$ cat config.mk
export PLATFORM = sky130hd
export DESIGN_NAME = dop_dsd_decoder
export DESIGN_NICKNAME = d
export VERILOG_FILES = /design/src/rtl/dop_dsd_decoder_pkg.sv /design/src/rtl/dop_dsd_decoder_lock_fsm.sv /design/src/rtl/dop_dsd_decoder.sv
export SDC_FILE = /design/constraint.sdc
export NUM_CORES = 1
export LEC_CHECK = 0
export BUFFER_PORTS_ARGS = -buffer_cell sky130_fd_sc_hd__buf_2
export CELL_PAD_IN_SITES_DETAIL_PLACEMENT = 1
export CELL_PAD_IN_SITES_GLOBAL_PLACEMENT = 1
export CORE_UTILIZATION = 38
export DETAILED_ROUTE_END_ITERATION = 10
export GPL_ROUTABILITY_DRIVEN = 0
export PLACE_DENSITY = 0.71
export SYNTH_ARGS = -nofsm -noshare
export SYNTH_HDL_FRONTEND = slang
export SYNTH_SLANG_ARGS = --single-unit
$ cat constraint.sdc
create_clock -name bclk -period 6.5 [get_ports bclk]
set_input_delay 1.3 -clock bclk [delete_from_list [all_inputs] [get_ports bclk]]
set_output_delay 1.3 -clock bclk [all_outputs]
set_load 0.005 [all_outputs]
$ cat src/rtl/dop_dsd_decoder_pkg.sv
// Shared constants and enums for the DoP decoder.
package dop_pkg;

  localparam logic [7:0] DOP_MK_A = 8'h05;
  localparam logic [7:0] DOP_MK_B = 8'hFA;
  localparam logic [7:0] DSD_IDLE = 8'h69;

  typedef enum logic [1:0] {UNLOCKED, LOCKING, LOCKED} lock_st_e;
  typedef enum logic [1:0] {MK_NONE, MK_A, MK_B} prev_mk_e;

  // Classify a marker byte; anything other than the two DoP markers is MK_NONE.
  function automatic prev_mk_e mk_class(input logic [7:0] mk);
    if (mk == DOP_MK_A)      return MK_A;
    else if (mk == DOP_MK_B) return MK_B;
    else                     return MK_NONE;
  endfunction

endpackage

$ cat src/rtl/dop_dsd_decoder_lock_fsm.sv
// DoP marker check and lock/miss hysteresis.
// accept_o: good frame while already LOCKED; unlock_o: this frame drops to UNLOCKED.
module dop_lock_fsm
  import dop_pkg::*;
#(
  parameter int NCH    = 2,
  parameter int DW     = 16,
  parameter int LOCK_N = 4,
  parameter int MISS_N = 2
) (
  input  logic                  bclk,
  input  logic                  rst,
  input  logic                  valid_i,
  input  logic [NCH*(DW+8)-1:0] data_i,
  output logic                  good_o,
  output logic                  locked_o,
  output logic                  accept_o,
  output logic                  unlock_o,
  output logic                  bad_o
);
  localparam int SW = DW + 8;
  localparam int LW = $clog2(LOCK_N + 1);
  localparam int MW = $clog2(MISS_N + 1);

  lock_st_e       st;
  prev_mk_e       prev, cur;
  logic [LW-1:0]  lcnt, lcnt_inc;
  logic [MW-1:0]  mcnt, mcnt_inc;
  logic           same;
  logic [7:0]     mk0;

  // All channel markers must match; the common marker must be valid and alternate.
  always_comb begin
    mk0  = data_i[DW +: 8];
    same = 1'b1;
    for (int c = 1; c < NCH; c++)
      if (data_i[c*SW + DW +: 8] != mk0) same = 1'b0;
    cur    = mk_class(mk0);
    good_o = same && (cur != MK_NONE) && (cur != prev);
  end

  assign lcnt_inc = lcnt + LW'(1);
  assign mcnt_inc = mcnt + MW'(1);
  assign bad_o    = valid_i && !good_o;
  assign accept_o = valid_i && good_o && (st == LOCKED);
  assign unlock_o = bad_o && ((st == LOCKING) ||
                              ((st == LOCKED) && (mcnt_inc == MW'(MISS_N))));
  assign locked_o = (st == LOCKED);

  // Lock state machine, advanced once per frame strobe.
  always_ff @(posedge bclk or posedge rst) begin
    if (rst) begin
      st   <= UNLOCKED;
      prev <= MK_NONE;
      lcnt <= '0;
      mcnt <= '0;
    end else if (valid_i) begin
      if (unlock_o) begin
        st   <= UNLOCKED;
        prev <= MK_NONE;
        lcnt <= '0;
        mcnt <= '0;
      end else if (good_o) begin
        prev <= cur;
        mcnt <= '0;
        case (st)
          UNLOCKED: begin
            lcnt <= LW'(1);
            st   <= (LOCK_N == 1) ? LOCKED : LOCKING;
          end
          LOCKING: begin
            lcnt <= lcnt_inc;
            if (lcnt_inc == LW'(LOCK_N)) st <= LOCKED;
          end
          LOCKED:  ;
          default: st <= UNLOCKED;
        endcase
      end else if (st == LOCKED) begin
        mcnt <= mcnt_inc;
      end
    end
  end

endmodule

$ cat src/rtl/dop_dsd_decoder.sv
// Multi-channel DoP decoder and DSD serialiser.
// Optional DOP_ERR_CNT_EN: builds a saturating 16-bit bad-frame counter on err_cnt_o.
module dop_dsd_decoder
  import dop_pkg::*;
#(
  parameter int NCH    = 2,
  parameter int DW     = 16,
  parameter int DIV    = 4,
  parameter int LOCK_N = 4,
  parameter int MISS_N = 2
) (
  input  logic                  bclk,
  input  logic                  rst,
  input  logic                  valid_i,
  input  logic [NCH*(DW+8)-1:0] data_i,
  output logic [NCH-1:0]        dsd_o,
  output logic                  dsd_clk_o,
  output logic                  locked_o,
  output logic                  underrun_o,
  output logic                  overflow_o,
  output logic [15:0]           err_cnt_o
);
  localparam int SW = DW + 8;
  localparam int CW = $clog2(DIV);
  localparam int BW = (DW > 1) ? $clog2(DW) : 1;

  // Idle byte repeated from the MSB down, cut to DW bits.
  function automatic logic [DW-1:0] idle_word();
    logic [DW-1:0] w;
    for (int i = 0; i < DW; i++) w[DW-1-i] = DSD_IDLE[7 - (i % 8)];
    return w;
  endfunction
  localparam logic [DW-1:0] IDLE_W = idle_word();

  logic good, accept, unlock, bad;
  logic [CW-1:0] cnt, cnt_n;
  logic [BW-1:0] bcnt;
  logic tick, load, consume;
  logic [NCH-1:0][DW-1:0] pay, pend;
  logic pend_vld;

  dop_lock_fsm #(.NCH(NCH), .DW(DW), .LOCK_N(LOCK_N), .MISS_N(MISS_N)) u_lock (
    .bclk     (bclk),
    .rst      (rst),
    .valid_i  (valid_i),
    .data_i   (data_i),
    .good_o   (good),
    .locked_o (locked_o),
    .accept_o (accept),
    .unlock_o (unlock),
    .bad_o    (bad)
  );

  logic unused_good;
  assign unused_good = good;

  assign cnt_n   = (cnt == CW'(DIV-1)) ? '0 : cnt + CW'(1);
  assign tick    = (cnt == CW'(DIV-1));
  assign load    = tick && (bcnt == '0);
  assign consume = load && pend_vld;

  // Free-running divider; DSD clock is low for the first half of each bit.
  always_ff @(posedge bclk or posedge rst) begin
    if (rst) begin
      cnt       <= '0;
      dsd_clk_o <= 1'b0;
      bcnt      <= '0;
    end else begin
      cnt       <= cnt_n;
      dsd_clk_o <= (cnt_n >= CW'(DIV/2));
      if (tick) bcnt <= (bcnt == BW'(DW-1)) ? '0 : bcnt + BW'(1);
    end
  end

  // Pending word: a consume on the same edge reads the old word, the new one stays pending.
  always_ff @(posedge bclk or posedge rst) begin
    if (rst) begin
      pend       <= '0;
      pend_vld   <= 1'b0;
      overflow_o <= 1'b0;
      underrun_o <= 1'b0;
    end else begin
      if (accept) pend <= pay;
      if (unlock)       pend_vld <= 1'b0;
      else if (accept)  pend_vld <= 1'b1;
      else if (consume) pend_vld <= 1'b0;
      overflow_o <= accept && pend_vld && !consume;
      underrun_o <= load && !pend_vld && locked_o;
    end
  end

  // Per-channel payload extraction and MSB-first shifter.
  for (genvar c = 0; c < NCH; c++) begin : g_ch
    logic [DW-1:0] sr, cur;
    logic          q;
    assign pay[c] = data_i[c*SW +: DW];
    assign cur    = load ? (pend_vld ? pend[c] : IDLE_W) : sr;
    assign dsd_o[c] = q;
    always_ff @(posedge bclk or posedge rst) begin
      if (rst) begin
        sr <= '0;
        q  <= 1'b0;
      end else if (tick) begin
        q  <= cur[DW-1];
        sr <= cur << 1;
      end
    end
  end

`ifdef DOP_ERR_CNT_EN
  logic [15:0] err_cnt;
  // Saturating bad-frame counter, cleared only by reset.
  always_ff @(posedge bclk or posedge rst) begin
    if (rst)                           err_cnt <= '0;
    else if (bad && err_cnt != 16'hFFFF) err_cnt <= err_cnt + 16'd1;
  end
  assign err_cnt_o = err_cnt;
`else
  logic unused_bad;
  assign unused_bad = bad;
  assign err_cnt_o  = '0;
`endif

endmodule
==> run metrics, run 1 <==
RSZ-0062 raised after global routing false; worst vdd ir 0.0993 mV; initial antenna violation count 0; peak fanout along the critical path 26; Setup CP Type in -> reg; fin nets 474; most frequent cells in the layout dfrtp_1, buf_2, a21oi_1, nor2_1, nand2_1; share of layout cells above drive strength 1 23.7%; # diodes 0; Crit. End Element flop; commonest non-fill, non-tap cell in the layout dfrtp_1; CTS tree done; DRC viols 0; status finished, final reports clean; Root Driver clkbuf_8; total core area 0.00973 mm²; cell depth of the worst flop-to-flop path 6; number of synthesized flops with an enable pin 0; CP Capture Point pend[31]$_DFFE_PP0P_; RR Startpoint u_lock.prev[1]$_DFFE_PP0P_; hold buffer count at cts 0; post-synth cell types 42; Post-Syn Area 0.00381 mm²; Sw Pwr 0.227 mW; Yosys Warn Count 0; Place WS 2.45 ns; IO Pins 73; reg2reg end pend[31]$_DFFE_PP0P_; period utilisation layout 56.4%; final setup TNS 0 ns; PwrDens 210 mW/mm²; clock slew at reported path FFs 0.09 ns; Post-DP HPWL 5.76 mm; CTS-repair resized insts 0; pin count of the biggest net entering global routing 83; Post-Synthesis Cells 370; crit path launch data_i[17]; CTS max path bufs 2; clk sinks 82; DRT antenna net count 0; endpoints failing hold 0; worst path arrival time 3.91 ns; Synth async-reset ratio 100%; final setup fails 0; R2R setup slack 3.83 ns; post-layout minimum cycle time 3.67 ns; flops & latches, synth 82; Seq/Total Area, Yosys 53.8%; DIE HEIGHT 102 µm; drt wl/cell 15.1 µm; Initial DRC Count 112; Synth-to-Final Area Change 12.3%; Slew HR 31.0%; most used flip-flop cell after synthesis dfrtp_1; synthesized area per cell 10.3 µm²; Rows 36; Finished Layout Cells 555; Max Clk Rate 0.273 GHz; Num CTS Buffers 9; postcts setup bufs 0; Worst-Skew Late Latency 0.36 ns; first-pass GRT wire length 14.2 mm; All-Layer GR Usage 17.8%; number of global-route vias before repair 2852; post-layout util 44.0%; HP Class reg -> reg; Slew Limit Fails 0; Inst Count DP 539; Die ar. 0.0104 mm²; gr ovfl total 0; Pre-antenna DRT Iters 4; Tot Pwr 0.900 mW; vias per std cell 5.01; Clock Power Share 38.6%; Routed WL 8.36 mm; WP data required 6.74 ns; crit start category input port; Fin Clk Skew 0.0164 ns; Power Internal 0.673 mW; Final WS setup 2.83 ns; static leakage 2.19 nW; Sequential Power Share 57.0%; Combinational Power Share 4.5%; Starting Density 39.2%; Switching Share 25.2%; Max-Cap Viols 0; Vias 2781; die width 102 µm; H-tree depth 3; port buffer count 56; Slew @ Worst Pin 1.04 ns
## critical path, stage by stage
cell and delay (ns):
buf_2 0.12, nor4bb_1 0.37, and2_1 0.21, o2111ai_1 0.49, nor2_4 0.67, buf_4 0.37, mux2_2 0.37
## worst min path at each step
| stage | start | cells past startpoint | end |
|---|---|---|---|
| after global routing | cnt[0]$_DFF_PP0_ | 1 | cnt[0]$_DFF_PP0_ |
| after CTS | cnt[0]$_DFF_PP0_ | 1 | cnt[0]$_DFF_PP0_ |
| after detailed placement | cnt[0]$_DFF_PP0_ | 1 | cnt[0]$_DFF_PP0_ |
| after global placement | cnt[0]$_DFF_PP0_ | 1 | cnt[0]$_DFF_PP0_ |
| after floorplan | cnt[0]$_DFF_PP0_ | 1 | cnt[0]$_DFF_PP0_ |
| final | cnt[0]$_DFF_PP0_ | 1 | cnt[0]$_DFF_PP0_ |
## per-layer routing
layer | global-route usage, % | wire [µm]
met4 | 4.95 | 79
met5 | 0 | 0
met3 | 4.79 | 381
met2 | 29.5 | 4160
met1 | 22.8 | 3740
## state kept, by name, indices dropped and copies added (netlist names), 2 cells and up
name and flops:
bcnt 4, cnt 2, g_ch.q 2, g_ch.sr 30, pend 32, u_lock.lcnt 3, u_lock.mcnt 2, u_lock.prev 2
u_lock.st 2
## cell usage after synthesis, drive strengths merged, types with 2 or more instances
cell / n / area share [%]
nand2: 24 / 2.4
and2: 2 / 0.39
nor4: 4 / 0.66
a21o: 2 / 0.39
and4b: 2 / 0.53
a21oi: 40 / 5.3
a22o: 2 / 0.46
o21ai: 20 / 2.6
xor2: 9 / 2.1
a211oi: 2 / 0.39
mux2: 19 / 5.6
nor2: 37 / 3.7
nand3: 2 / 0.26
nor2b: 3 / 0.49
inv: 25 / 2.5
o22ai: 2 / 0.33
dfrtp: 82 / 54
buf: 26 / 5.3
nor3: 18 / 2.4
and3: 2 / 0.33
ha: 6 / 2.0
a221o: 14 / 3.7
clkbuf: 13 / 1.3
## cells by family after synthesis
family	Yosys count	share of synthesized area, %
buf+inv	64	9.09
fa+ha+maj	6	1.97
other cells	1	0.0984
simple gates	99	12.4
xor+xnor	10	2.30
flops	82	53.8
compound gates	89	14.7
mux	19	5.61
## power groups by stage
stage	combinational, mW	clock (mW)	sequential, mW
after global placement	0.0405	0	0.523
after global routing	0.0466	0.382	0.513
after detailed placement	0.0419	0	0.523
final	0.0403	0.347	0.513
after floorplan	0.0260	0	0.523
after CTS	0.0419	0.361	0.513
## layout make-up
class	instances	area (µm²)
Fill cell	1139	5450
Sequential cell	82	2050
Multi-Input combinational cell	239	1480
Timing Repair Buffer	60	310
Tap cell	133	166
Clock buffer	9	124
Inverter	25	97.6
Clock inverter	7	56.3
## per-stage QoR
stage | hold slack, ns | area, µm²
final | 0.431 | 4280
after global routing | 0.459 | 4280
after CTS | 0.437 | 4280
after detailed placement | 0.427 | 4100
after global placement | 0.411 | 4100
after floorplan | 0.401 | 3870
Power figures use the tool's default switching activity.
==> run 2: changes to the inputs <==
--- a/config.mk
+++ b/config.mk
@@ -11,7 +11,7 @@
 export CORE_UTILIZATION = 38
 export DETAILED_ROUTE_END_ITERATION = 10
 export GPL_ROUTABILITY_DRIVEN = 0
-export PLACE_DENSITY = 0.71
+export PLACE_DENSITY = 0.74
 export SYNTH_ARGS = -nofsm -noshare
 export SYNTH_HDL_FRONTEND = slang
 export SYNTH_SLANG_ARGS = --single-unit
==> constraint.sdc (replaced) <==
create_clock -name bclk -period 3.1 [get_ports bclk]
set_input_delay 0.62 -clock bclk [delete_from_list [all_inputs] [get_ports bclk]]
set_output_delay 0.62 -clock bclk [all_outputs]
set_load 0.005 [all_outputs]
==> run 2 against run 1 <==
- die area did not move
- final cell count did not move
- combinational power rose by 120%
- setup slack got worse by 2.2 ns
- wire length fell by 0.26%
- register-to-register slack got worse by 3.1 ns
- cell area rose by 1.6%
- clock skew fell by 0.0075 ns
- highest routed layer is now met5
==> run metrics, run 2 (synthesis gave the netlist of run 1 again) <==
Rows 36; All-Layer GR Usage 17.9%; Max Clk Rate 0.407 GHz; Top reg by flops pend; Vias 2805; Inst Count DP 539; Setup CP Type in -> reg; post-layout minimum cycle time 2.46 ns; CTS tree done; vias per std cell 5.05; Num CTS Buffers 9; Worst path max stage delay 0.53 ns; WP data required 3.34 ns; peak fanout along the critical path 46; crit-path leading delay family simple AND/OR/NAND/NOR gates; number of global-route vias before repair 2974; fin nets 474; worst vdd ir 0.238 mV; IO Pins 73; Fin Clk Skew 0.00894 ns; commonest non-fill, non-tap cell in the layout dfrtp_1; final setup TNS 0 ns; DIE HEIGHT 102 µm; Seq. cell area 0.00205 mm²; share of layout cells above drive strength 1 23.7%; PwrDens 468 mW/mm²; Finished Layout Cells 555; stages on the worst setup path 7; Slew HR 38.8%; Pre-antenna DRT Iters 4; Fill cells 1134; max reg flops 32; Cell Chain, Critical Path buf_2 -> xor2_1 -> nor4_1 -> o2111ai_1 -> nor2_4 -> buf_12 -> mux2_2; most frequent cells in the layout dfrtp_1, buf_2, a21oi_1, nor2_1, nand2_1; first-pass GRT wire length 14.2 mm; port buffer count 56; DRC viols 0; multi-input combinational cell area 0.00148 mm²; Crit. End Element flop; static leakage 2.21 nW; Routed WL 8.34 mm; # diodes 0; Synth-to-Final Area Change 14.1%; period utilisation layout 79.2%; drt wl/cell 15.0 µm; DRT antenna net count 0; Starting Density 39.2%; Worst path slowest cell o2111ai_1; final setup fails 0; clock slew at reported path FFs 0.09 ns; CTS-repair resized insts 0; postcts setup bufs 0; die width 102 µm; Worst-Skew Late Latency 0.36 ns; status finished, final reports clean; Crit path buffers/inverters 2; Max-Cap Viols 0; endpoints failing hold 0; hold buffer count at cts 0; crit start category input port; Slew @ Worst Pin 0.917 ns; worst path arrival time 2.70 ns; total core area 0.00973 mm²; CTS max path bufs 2; biggest regs pend x32, g_ch.sr x30, bcnt x4; gr ovfl total 0; Post-DP HPWL 5.77 mm; Die ar. 0.0104 mm²; H-tree depth 3; RSZ-0062 raised after global routing false; pin count of the biggest net entering global routing 47; initial antenna violation count 1; Root Driver clkbuf_8; cell depth of the worst flop-to-flop path 6; HP Class in -> async; clk sinks 82; Initial DRC Count 115; Slew Limit Fails 0
run 2: cell types whose count changed in the layout (fill, tap and decap cells not counted), sizes merged:
cell      delta
bufinv       +2
clkinvlp     +1
inv          -3
run 2: final cells by class:
| type | count | share of cell area (%) |
|---|---|---|
| sequential | 82 | 47.2 |
| timing repair buffer | 60 | 7.71 |
| clock inverter | 7 | 2.30 |
| multi-input combinational | 239 | 33.9 |
| clock buffer | 9 | 2.85 |
| tap | 133 | 3.83 |
| inverter | 25 | 2.24 |
run 2: path summary, 6_finish.rpt:
check,from,end,slack [ns]
worst max-delay path,data_i[16],pend[1]$_DFFE_PP0P_,0.64
worst min-delay path,rst,overflow_o$_DFF_PP0_,0.36
worst max register to register,cnt[1]$_DFF_PP0_,g_ch[1].q$_DFFE_PP0P_,0.77
worst min register to register,cnt[0]$_DFF_PP0_,cnt[0]$_DFF_PP0_,0.42
max in group asynchronous,rst,g_ch[1].sr[5]$_DFFE_PP0P_,2.07
min in group bclk,cnt[0]$_DFF_PP0_,cnt[0]$_DFF_PP0_,0.42
run 2: where the power goes:
| part | total [mW] | internal (mW) | switching (mW) |
|---|---|---|---|
| Combinational | 0.0874 | 0.0368 | 0.0505 |
| Sequential | 1.07 | 1.07 | 0.00272 |
| Clock | 0.875 | 0.460 | 0.415 |
| Total | 2.04 | 1.57 | 0.468 |
run 2: layer usage:
layer	GRT usage [%]	wire [µm]	up-vias
li1	-	-	1339
met1	21.3	3660	1390
met2	30.9	4120	65
met3	6.57	480	9
met4	3.74	65	2
met5	0	13	-
run 2: worst reg2reg max path: cells and delay by family (launching register included):
kind                     cells  cell delay (ns)
flip-flops                   1             0.36
adder cells (fa/ha/maj)      1             0.22
AND/OR/NAND/NOR              4             1.56
buffers and inverters        1             0.11
run 2: per-stage QoR:
step           area (µm²)  hold WS [ns]  total power [mW]  worst slack [ns]  util (%)
5_1_grt              4350         0.404              2.12             0.514      44.7
3_5_place_dp         4130         0.417              1.19             0.293      42.4
2_1_floorplan        3870         0.401              1.15             0.372         -
3_3_place_gp         4130         0.413              1.18             0.340      42.4
6_report             4350         0.358              2.04             0.644      44.7
4_1_cts              4350         0.374              2.06             0.662      44.7
==> run 3: changes to the inputs <==
--- a/config.mk
+++ b/config.mk
@@ -11,7 +11,7 @@
 export CORE_UTILIZATION = 38
 export DETAILED_ROUTE_END_ITERATION = 10
 export GPL_ROUTABILITY_DRIVEN = 0
-export PLACE_DENSITY = 0.74
+export PLACE_DENSITY = 0.71
 export SYNTH_ARGS = -nofsm -noshare
 export SYNTH_HDL_FRONTEND = slang
 export SYNTH_SLANG_ARGS = --single-unit
==> constraint.sdc (replaced) <==
create_clock -name bclk -period 2.4 [get_ports bclk]
set_input_delay 0.48 -clock bclk [delete_from_list [all_inputs] [get_ports bclk]]
set_output_delay 0.48 -clock bclk [all_outputs]
set_load 0.005 [all_outputs]
==> run 3 against run 2 <==
- clock-buffer cell count is the same
- combinational power is 33% higher
- critical path depth down 1
- wire length grew 4.2%
- cell area up 2.0%
- sequential cell count did not move
- sequential power is 30% higher
- clock skew is 0.0049 ns higher
- largest cell class unchanged
==> run metrics, run 3 (synthesis gave the netlist of run 1 again) <==
Num CTS Buffers 9; Switching Share 21.8%; worst vdd ir 0.260 mV; CTS tree done; Worst-Skew Late Latency 0.36 ns; fin nets 483; postcts setup bufs 0; All-Layer GR Usage 18.4%; static leakage 2.27 nW; Rows 36; Root Driver clkbuf_8; RSZ-0062 raised after global routing false; Seq. cell area 0.00205 mm²; final setup fails 0; Combinational Power Share 4.3%; Finished Layout Cells 564; commonest non-fill, non-tap cell in the layout dfrtp_1; Fill cells 1134; crit path launch cnt[0]$_DFF_PP0_; Sw Pwr 0.594 mW; CTS max path bufs 2; number of global-route vias before repair 2954; initial antenna violation count 1; final setup TNS 0 ns; Routed WL 8.70 mm; DIE HEIGHT 102 µm; post-layout minimum cycle time 2.15 ns; status finished, final reports clean; peak fanout along the critical path 15; crit start category flop; WP data required 2.66 ns; Clock Power Share 44.7%; max reg flops 32; drt wl/cell 15.4 µm; hold buffer count at cts 0; Inst Count DP 548; Starting Density 39.2%; Vias 2812; H-tree depth 3; Setup CP Type reg -> reg; HP Class in -> async; clk sinks 82; Max Clk Rate 0.465 GHz; gr ovfl total 0; multi-input combinational cell area 0.00148 mm²; Worst path max stage delay 0.65 ns; Power Internal 2.13 mW; crit-path leading delay family simple AND/OR/NAND/NOR gates; clock slew at reported path FFs 0.08 ns; DRC viols 0; RR Startpoint cnt[0]$_DFF_PP0_; port buffer count 56; endpoints failing hold 0; Pre-antenna DRT Iters 4; biggest regs pend x32, g_ch.sr x30, bcnt x4; worst path arrival time 2.41 ns; Synth-to-Final Area Change 16.4%; total core area 0.00973 mm²; Worst path slowest cell or4b_4; Sequential Power Share 51.0%; Post-DP HPWL 6.13 mm; period utilisation layout 89.7%; placed cell areas 0.00420 mm²; DRT antenna net count 0; Slew HR 53.4%; cell area after layout 0.00444 mm²; vias per std cell 4.99; Top reg by flops pend; Crit path buffers/inverters 1; # diodes 0; share of layout cells above drive strength 1 25.3%; Initial DRC Count 83; IO Pins 73; Slew Limit Fails 0; Max-Cap Viols 0; most frequent cells in the layout dfrtp_1, buf_2, a21oi_1, nor2_1, nand2_1; Cell Chain, Critical Path ha_1 -> inv_4 -> or4b_4 -> nand2_1 -> nor2_1 -> nor3_1; die width 102 µm; Slew @ Worst Pin 0.700 ns; PwrDens 613 mW/mm²; CTS-repair resized insts 0; pin count of the biggest net entering global routing 28; Fin Clk Skew 0.0138 ns; first-pass GRT wire length 14.7 mm; Die ar. 0.0104 mm²; Crit. End Element flop
-- run 3: cell count changes in the layout (fill, tap and decap cells not counted) --
cell / previous run / this run
clkinvlp_4: 2 / 1
bufinv_16: 2 / 3
inv_8: 1 / 0
buf_4: 2 / 11
inv_6: 1 / 0
clkinv_4: 0 / 2
-- run 3: final timing paths --
path	end	slack (ns)	depth (start not counted)
max reg2reg	g_ch[1].sr[13]$_DFFE_PP0P_	0.25	6
min in group bclk	pend[19]$_DFFE_PP0P_	0.32	3
min	cnt[0]$_DFF_PP0_	0.18	2
max	g_ch[1].sr[13]$_DFFE_PP0P_	0.25	6
max in group asynchronous	g_ch[0].sr[10]$_DFFE_PP0P_	1.58	3
min reg2reg	cnt[0]$_DFF_PP0_	0.43	1
-- run 3: power by group through the flow --
stage / Sequential, mW / Combinational (mW) / Clock [mW]
6_report: 1.39 / 0.116 / 1.22
5_1_grt: 1.39 / 0.134 / 1.29
4_1_cts: 1.39 / 0.120 / 1.24
3_5_place_dp: 1.42 / 0.120 / 0
3_3_place_gp: 1.42 / 0.115 / 0
2_1_floorplan: 1.42 / 0.0708 / 0
-- run 3: stage by stage --
stage / total power [mW] / worst slack (ns) / util [%] / hold slack, ns
2_1_floorplan: 1.49 / 0.271 / - / 0.401
3_3_place_gp: 1.53 / 0.0974 / 43.1 / 0.417
3_5_place_dp: 1.54 / -0.00620 / 43.1 / 0.427
4_1_cts: 2.75 / 0.198 / 45.6 / 0.191
5_1_grt: 2.82 / 0.0328 / 45.6 / 0.227
6_report: 2.72 / 0.248 / 45.6 / 0.183
-- run 3: cell type report --
class	instances	area share [%]
clock inverter	7	2.65
sequential	82	46.2
clock buffer	9	2.79
multi-input combinational	239	33.2
timing repair buffer	69	9.08
tap	133	3.75
inverter	25	2.26
-- run 3: per-layer routing --
metal	up-vias	part of all wire [%]	global-route usage, %
met5	-	0.15	0
met4	2	1.4	6.59
met2	68	47	30.7
met1	1373	47	24.1
met3	13	4.7	3.42
li1	1356	-	-
-- run 3: worst register-to-register path, stage by stage (launching register included) --
cell and delay (ns):
dfrtp_1 0.36, ha_1 0.22, inv_4 0.11, or4b_4 0.65, nand2_1 0.46, nor2_1 0.08, nor3_1 0.19
